<file path="src/rtl/uart_rx_sniffer_if.sv">
// rtl/uart_rx_sniffer_if.sv - decoded byte stream handshake between sniffer and consumer
//
// Purpose: carries the FIFO head byte and its valid/ready handshake.
// Signals:
//   rx_data_o   FIFO head byte (0 when empty), driven by the sniffer
//   rx_valid_o  FIFO non-empty, driven by the sniffer
//   rx_ready_i  consumer accepts the head byte, driven by the consumer
// Modports: master = sniffer side, slave = consumer side.

interface uart_rx_sniffer_if;
    logic [7:0] rx_data_o;
    logic       rx_valid_o;
    logic       rx_ready_i;

    modport master (
        output rx_data_o,
        output rx_valid_o,
        input  rx_ready_i
    );

    modport slave (
        input  rx_data_o,
        input  rx_valid_o,
        output rx_ready_i
    );
endinterface

</file>
<file path="src/rtl/uart_rx_sniffer.sv">
// rtl/uart_rx_sniffer.sv - 8N1 UART receiver with show-ahead byte FIFO and error reporting
//
// Purpose: decodes the serial pad stream (LSB first) and buffers bytes in a FIFO.
// Ports:
//   clk_i         system clock
//   rst_n_i       synchronous active-low reset
//   rx_i          asynchronous serial line, idle high
//   clr_i         clears the sticky overflow flag
//   rx_if         master side of the byte stream (rx_data_o/rx_valid_o/rx_ready_i)
//   frame_err_o   one-cycle pulse on a bad stop bit
//   overflow_o    sticky: a byte was dropped because the FIFO was full
//   fifo_count_o  number of entries held (0..FIFO_DEPTH)
//   busy_o        receive FSM not idle

module uart_rx_sniffer #(
    parameter int CLKS_PER_BIT = 217,
    parameter int FIFO_DEPTH   = 16
) (
    input  logic                          clk_i,
    input  logic                          rst_n_i,
    input  logic                          rx_i,
    input  logic                          clr_i,
    uart_rx_sniffer_if.master             rx_if,
    output logic                          frame_err_o,
    output logic                          overflow_o,
    output logic [$clog2(FIFO_DEPTH):0]   fifo_count_o,
    output logic                          busy_o
);
    localparam int AW = $clog2(FIFO_DEPTH);
    localparam int CW = AW + 1;
    localparam logic [15:0] HALF_LOAD = 16'(CLKS_PER_BIT / 2 - 1);
    localparam logic [15:0] FULL_LOAD = 16'(CLKS_PER_BIT - 1);

    typedef enum logic [2:0] {
        S_IDLE,
        S_START,
        S_DATA,
        S_STOP,
        S_WAIT_IDLE
    } state_t;

    logic          sync1_q, rx_s_q;
    state_t        state_q, state_d;
    logic [15:0]   timer_q, timer_d;
    logic [2:0]    bit_cnt_q, bit_cnt_d;
    logic [7:0]    shift_q, shift_d;
    logic          frame_err_q, frame_err_d;
    logic          push;

    logic [7:0]    mem_q [FIFO_DEPTH];
    logic [7:0]    mem_d [FIFO_DEPTH];
    logic [AW-1:0] wr_ptr_q, wr_ptr_d, rd_ptr_q, rd_ptr_d;
    logic [CW-1:0] count_q, count_d;
    logic          overflow_q, overflow_d;
    logic          full, empty, pop, do_push;

    // Receive FSM: the timer counts down to zero and each state acts on expiry.
    always_comb begin
        state_d     = state_q;
        timer_d     = timer_q;
        bit_cnt_d   = bit_cnt_q;
        shift_d     = shift_q;
        frame_err_d = 1'b0;
        push        = 1'b0;
        if (state_q != S_IDLE && state_q != S_WAIT_IDLE && timer_q != 16'd0) begin
            timer_d = timer_q - 16'd1;
        end
        case (state_q)
            S_IDLE: begin
                if (!rx_s_q) begin
                    state_d   = S_START;
                    bit_cnt_d = 3'd0;
                    timer_d   = HALF_LOAD;
                end
            end
            S_START: begin
                if (timer_q == 16'd0) begin
                    // A line that is high again at mid start bit was a glitch.
                    state_d = rx_s_q ? S_IDLE : S_DATA;
                    timer_d = FULL_LOAD;
                end
            end
            S_DATA: begin
                if (timer_q == 16'd0) begin
                    shift_d[bit_cnt_q] = rx_s_q;
                    timer_d            = FULL_LOAD;
                    if (bit_cnt_q == 3'd7) begin
                        state_d = S_STOP;
                    end else begin
                        bit_cnt_d = bit_cnt_q + 3'd1;
                    end
                end
            end
            S_STOP: begin
                // Returning to IDLE at the stop midpoint lets a back-to-back
                // start edge half a bit later be caught.
                if (timer_q == 16'd0) begin
                    if (rx_s_q) begin
                        push    = 1'b1;
                        state_d = S_IDLE;
                    end else begin
                        frame_err_d = 1'b1;
                        state_d     = S_WAIT_IDLE;
                    end
                end
            end
            S_WAIT_IDLE: begin
                // A held break must not retrigger start detection.
                if (rx_s_q) begin
                    state_d = S_IDLE;
                end
            end
            default: state_d = S_IDLE;
        endcase
    end

    // FIFO: a push while full is accepted only if a pop frees the slot in the same cycle.
    always_comb begin
        full       = (count_q == CW'(FIFO_DEPTH));
        empty      = (count_q == '0);
        pop        = !empty && rx_if.rx_ready_i;
        do_push    = push && (!full || pop);
        mem_d      = mem_q;
        wr_ptr_d   = wr_ptr_q;
        rd_ptr_d   = rd_ptr_q;
        overflow_d = overflow_q;
        if (do_push) begin
            mem_d[wr_ptr_q] = shift_q;
            wr_ptr_d        = wr_ptr_q + AW'(1);
        end
        if (pop) begin
            rd_ptr_d = rd_ptr_q + AW'(1);
        end
        count_d = count_q + CW'(do_push) - CW'(pop);
        if (clr_i) begin
            overflow_d = 1'b0;
        end
        if (push && !do_push) begin
            overflow_d = 1'b1;
        end
    end

    always_ff @(posedge clk_i) begin
        if (!rst_n_i) begin
            sync1_q     <= 1'b1;
            rx_s_q      <= 1'b1;
            state_q     <= S_IDLE;
            timer_q     <= 16'd0;
            bit_cnt_q   <= 3'd0;
            shift_q     <= 8'd0;
            frame_err_q <= 1'b0;
            wr_ptr_q    <= '0;
            rd_ptr_q    <= '0;
            count_q     <= '0;
            overflow_q  <= 1'b0;
        end else begin
            sync1_q     <= rx_i;
            rx_s_q      <= sync1_q;
            state_q     <= state_d;
            timer_q     <= timer_d;
            bit_cnt_q   <= bit_cnt_d;
            shift_q     <= shift_d;
            frame_err_q <= frame_err_d;
            wr_ptr_q    <= wr_ptr_d;
            rd_ptr_q    <= rd_ptr_d;
            count_q     <= count_d;
            overflow_q  <= overflow_d;
        end
    end

    // Storage needs no reset: the pointers and count define what is valid.
    always_ff @(posedge clk_i) begin
        mem_q <= mem_d;
    end

    assign rx_if.rx_data_o  = empty ? 8'd0 : mem_q[rd_ptr_q];
    assign rx_if.rx_valid_o = !empty;
    assign frame_err_o      = frame_err_q;
    assign overflow_o       = overflow_q;
    assign fifo_count_o     = count_q;
    assign busy_o           = (state_q != S_IDLE);

endmodule

</file>
<file path="src/flat_wrapper.sv">
// flat-port wrapper written by rule: the top's interface ports become plain ports
module uart_rx_sniffer_flat 
#(
    parameter int CLKS_PER_BIT = 217,
    parameter int FIFO_DEPTH   = 16
)
  (clk_i, rst_n_i, rx_i, clr_i, frame_err_o, overflow_o, fifo_count_o, busy_o, rx_if_rx_data_o, rx_if_rx_valid_o, rx_if_rx_ready_i);
  uart_rx_sniffer_if rx_if_i ();
  input  logic clk_i;
  input  logic rst_n_i;
  input  logic rx_i;
  input  logic clr_i;
  output logic frame_err_o;
  output logic overflow_o;
  output logic [$clog2(FIFO_DEPTH):0] fifo_count_o;
  output logic busy_o;
  output wire logic [$bits(rx_if_i.rx_data_o)-1:0] rx_if_rx_data_o;
  output wire logic [$bits(rx_if_i.rx_valid_o)-1:0] rx_if_rx_valid_o;
  input wire logic [$bits(rx_if_i.rx_ready_i)-1:0] rx_if_rx_ready_i;
  assign rx_if_rx_data_o = rx_if_i.rx_data_o;
  assign rx_if_rx_valid_o = rx_if_i.rx_valid_o;
  assign rx_if_i.rx_ready_i = rx_if_rx_ready_i;
  uart_rx_sniffer #(.CLKS_PER_BIT(CLKS_PER_BIT), .FIFO_DEPTH(FIFO_DEPTH)) u_core (.clk_i(clk_i), .rst_n_i(rst_n_i), .rx_i(rx_i), .clr_i(clr_i), .rx_if(rx_if_i), .frame_err_o(frame_err_o), .overflow_o(overflow_o), .fifo_count_o(fifo_count_o), .busy_o(busy_o));
endmodule
</file>
<file path="config.mk">
export PLATFORM = sky130hd
export DESIGN_NAME = uart_rx_sniffer_flat
export DESIGN_NICKNAME = d
export VERILOG_FILES = /design/src/rtl/uart_rx_sniffer_if.sv /design/src/rtl/uart_rx_sniffer.sv /design/src/flat_wrapper.sv
export SDC_FILE = /design/constraint.sdc
export NUM_CORES = 1
export LEC_CHECK = 0
export ABC_AREA = 1
export CORE_ASPECT_RATIO = 1.1
export CORE_MARGIN = 3
export CORE_UTILIZATION = 31
export DETAILED_ROUTE_END_ITERATION = 10
export PLACE_DENSITY = 0.5
export SLEW_MARGIN = 20
export SYNTH_ARGS = -nofsm -noshare
export SYNTH_HDL_FRONTEND = slang
export SYNTH_SLANG_ARGS = --single-unit
</file>
<file path="constraint.sdc">
create_clock -name clk_i -period 2.4 [get_ports clk_i]
set_input_delay 0.36 -clock clk_i [delete_from_list [all_inputs] [get_ports clk_i]]
set_output_delay 0.36 -clock clk_i [all_outputs]
set_load 0.005 [all_outputs]
</file>
==> results.toml <==
[status]
status = "complete, no violations"

[detailed_routing]
vias = 5665
wirelength_mm = 20.29
dr.pass1.iters = 5
wl_per_cell_um = 17.65
ant_nets = 0
post_drt_via_cell_ratio = 4.926
drtIter0Drc = 369
drc = 0

[synth]
ys_async_sr_fraction_pct = 0
synth.yosys.seq_area_share_pct = 62.54
synth_nets = 774
synthMuxAreaShare_pct = 0
synth-compound-area-share_pct = 12.15
synth_top_family_by_area = "simple AND/OR/NAND/NOR gates"
avgSynthCellArea_um2 = 10.16
synth_fa_ha_area_share_pct = 2.715
syn_area_um2 = 7650
ys_warn_count = 0
synth_seq_cells = 175
ys_types = 36
synth_cells = 753
synth_edf_count = 128
synth_simple_gate_area_share_pct = 17.11
synthXorXnorAreaFrac_pct = 1.374
ys.flop_type = "edfxtp_1"

[setup_path]
crit_path_end_kind = "output port"
slowest_stage = "dfxtp_4"
worstSetupPathType = "register to output port"
crit_fanout = 8
critPathTopFamily = "compound AO/OA/AOI/OAI gates"
worstPathArrival_ns = 2.00
crit_buf_inv = 4
cp_common_cell = "buf_12"
cp_slowest_stage_delay_ns = 0.39
startpoint_type = "register"
critPathRequiredTime_ns = 2.04
crit_chain = "buf_12 > clkinv_16 > buf_12 > o21ai_0 > o221ai_1 > nand3_1 > a21oi_2 > buf_2"

[global_route]
grt_pass1_vias = 5650
antenna_found_initial = 0
grt_overflow_total = 0
grt_max_degree = 24
grt_pass1_wl_mm = 31.57
grt_use_total_pct = 15.51

[floorplanning]
rows = 59
io_pins = 22
initial_core_util_pct = 31.89
die_y_um = 170.8
die_area_um2 = 26600
die_x_um = 155.8
fp.coreArea_um2 = 23990

[finish]
nets = 853
syn_to_final_growth_pct = 26.58
n_antenna_cell = 0
utilization_pct = 40.36
drive_above_1_share_pct = 19.29
layout_common_cells = "nor2_1, edfxtp_1, nand2_1"
layout_commonest_cell = "nor2_1"
final_cells = 1150

[timing]
setup_viol = 0
fmax_mhz = 424.5
final_hold_viol_count = 0
period_needed_ns = 2.356
worstMarginPinSlew_ns = 0.8278
fin_crit_sh_pct = 98.15
drv_slew = 0
slew_headroom_pct = 44.73
worst_slack_ns = 0.04442
fin_skew_ns = 0.01193
rsz0062_at_grt = "yes"

[power_and_ir_drop]
fin_total_pwr_uw = 11110
p_comb_share_pct = 41.2
p_sw_uw = 4191
max-vdd-ir-drop_v = 0.0007090
sequentialPowerShare_pct = 33.3
clockPowerShare_pct = 25.5
power_leakage_uw = 0.003656
powerDensity_nw_per_um2 = 1147
power_switching_share_pct = 37.72
p_int_uw = 6920

[placement]
place_inst = 1093
gp_congestion = 0.7842
io_buffers = 21
dp_hpwl_mm = 12.86
pre_cts_ws_ns = -0.02172

[clock_network]
cts_tree = "done"
cts_buffers = 17
hold_buffers = 0
cts_root_buf = "clkbuf_16"
htreeDepth = 4
clock_sinks = 175
clk_latency_ns = 0.42
cts.path.max_buffers = 2
clk_pin_slew_ns = 0.08

[worst_hold_path]
hp-class = "register to register"

[job]
max_cap_violations = 0
==> routing by layer <==
layer / GRT usage, % / share of wire, % / up-vias
li1: - / - / 2801
met1: 19.99 / 45 / 2715
met2: 26.44 / 49 / 129
met3: 2.631 / 4.3 / 20
met4: 5.338 / 1.5 / 0
met5: 0 / 0 / -
==> through the flow <==
stage	instance area [µm²]	setup TNS, ns	hold slack [ns]
after global placement	8526	-0.01886	0.3959
after floorplan	7650	0	0.3925
final	9683	0	0.4172
after detailed placement	8526	-0.02172	0.4002
after CTS	9394	0	0.4197
after global routing	9683	-0.1228	0.4278
==> layout make-up <==
type / count / area, µm²
tap: 305 / 381.6
clock buffer: 17 / 425.4
sequential: 175 / 4790
inverter: 49 / 210.2
clock inverter: 15 / 187.7
fill: 2331 / 14310
timing repair buffer: 91 / 979.7
multi-input combinational: 498 / 2709
==> kinds of logic after synthesis <==
group,count (synthesis)
AO/OA/AOI/OAI,160
XOR/XNOR,12
adder cells (fa/ha/maj),16
buffers and inverters,80
flip-flops,175
AND/OR/NAND/NOR,310
==> Yosys cell counts, types with 3 or more instances <==
cell type / number / area (µm²)
a21oi_1: 35 / 175.2
or2_2: 3 / 18.77
nor2_1: 145 / 544.3
nor2_2: 4 / 25.02
o211ai_1: 9 / 67.56
xor2_1: 6 / 52.55
nor3_1: 5 / 25.02
xnor2_1: 6 / 52.55
buf_2: 5 / 25.02
a31oi_1: 3 / 18.77
ha_1: 15 / 187.7
dfxtp_1: 47 / 940.9
nand3_1: 29 / 145.1
nand4_1: 8 / 50.05
nand2_1: 105 / 394.1
o21ai_0: 85 / 425.4
o221ai_1: 24 / 210.2
edfxtp_1: 128 / 3844
inv_1: 44 / 165.2
clkbuf_1: 23 / 86.33
clkinv_1: 3 / 11.26
==> flip-flops by register name, summed over array words and instances, names as in the netlist <==
| signal | flops |
|---|---|
| u_core.mem_q | 128 |
| u_core.timer_q | 16 |
| u_core.shift_q | 8 |
| u_core.fifo_count_o | 5 |
| u_core.rd_ptr_q | 4 |
| u_core.wr_ptr_q | 4 |
| u_core.bit_cnt_q | 3 |
| u_core.state_q | 3 |
| u_core.frame_err_o | 1 |
| u_core.overflow_o | 1 |
| u_core.rx_s_q | 1 |
| u_core.sync1_q | 1 |
==> power groups by stage <==
stage               sequential (µW)  clock [µW]  combinational [µW]
floorplan                      3700           0                2680
global placement               3760           0                3970
detailed placement             3750           0                3970
CTS                            3700        2900                4250
global route                   3740        3010                5170
finish                         3700        2830                4580
==> worst paths after layout <==
path / from / to / slack, ns / cells after the start
setup reg to reg: u_core.fifo_count_o[2] / u_core.fifo_count_o[4] / 0.18 / 15
setup / recovery: u_core.rd_ptr_q[0] / rx_if_rx_data_o[3] / 0.04 / 8
hold / removal: u_core.sync1_q / u_core.rx_s_q / 0.42 / 1
hold reg to reg: u_core.sync1_q / u_core.rx_s_q / 0.42 / 1
==> repair_timing <==
item,in CTS,in global routing
setup endpoints to repair,8,10
cloned,4,4
resized for setup,64,47
pin swaps,32,31
buffers inserted,11,8
(Power assumes the default switching activity.)
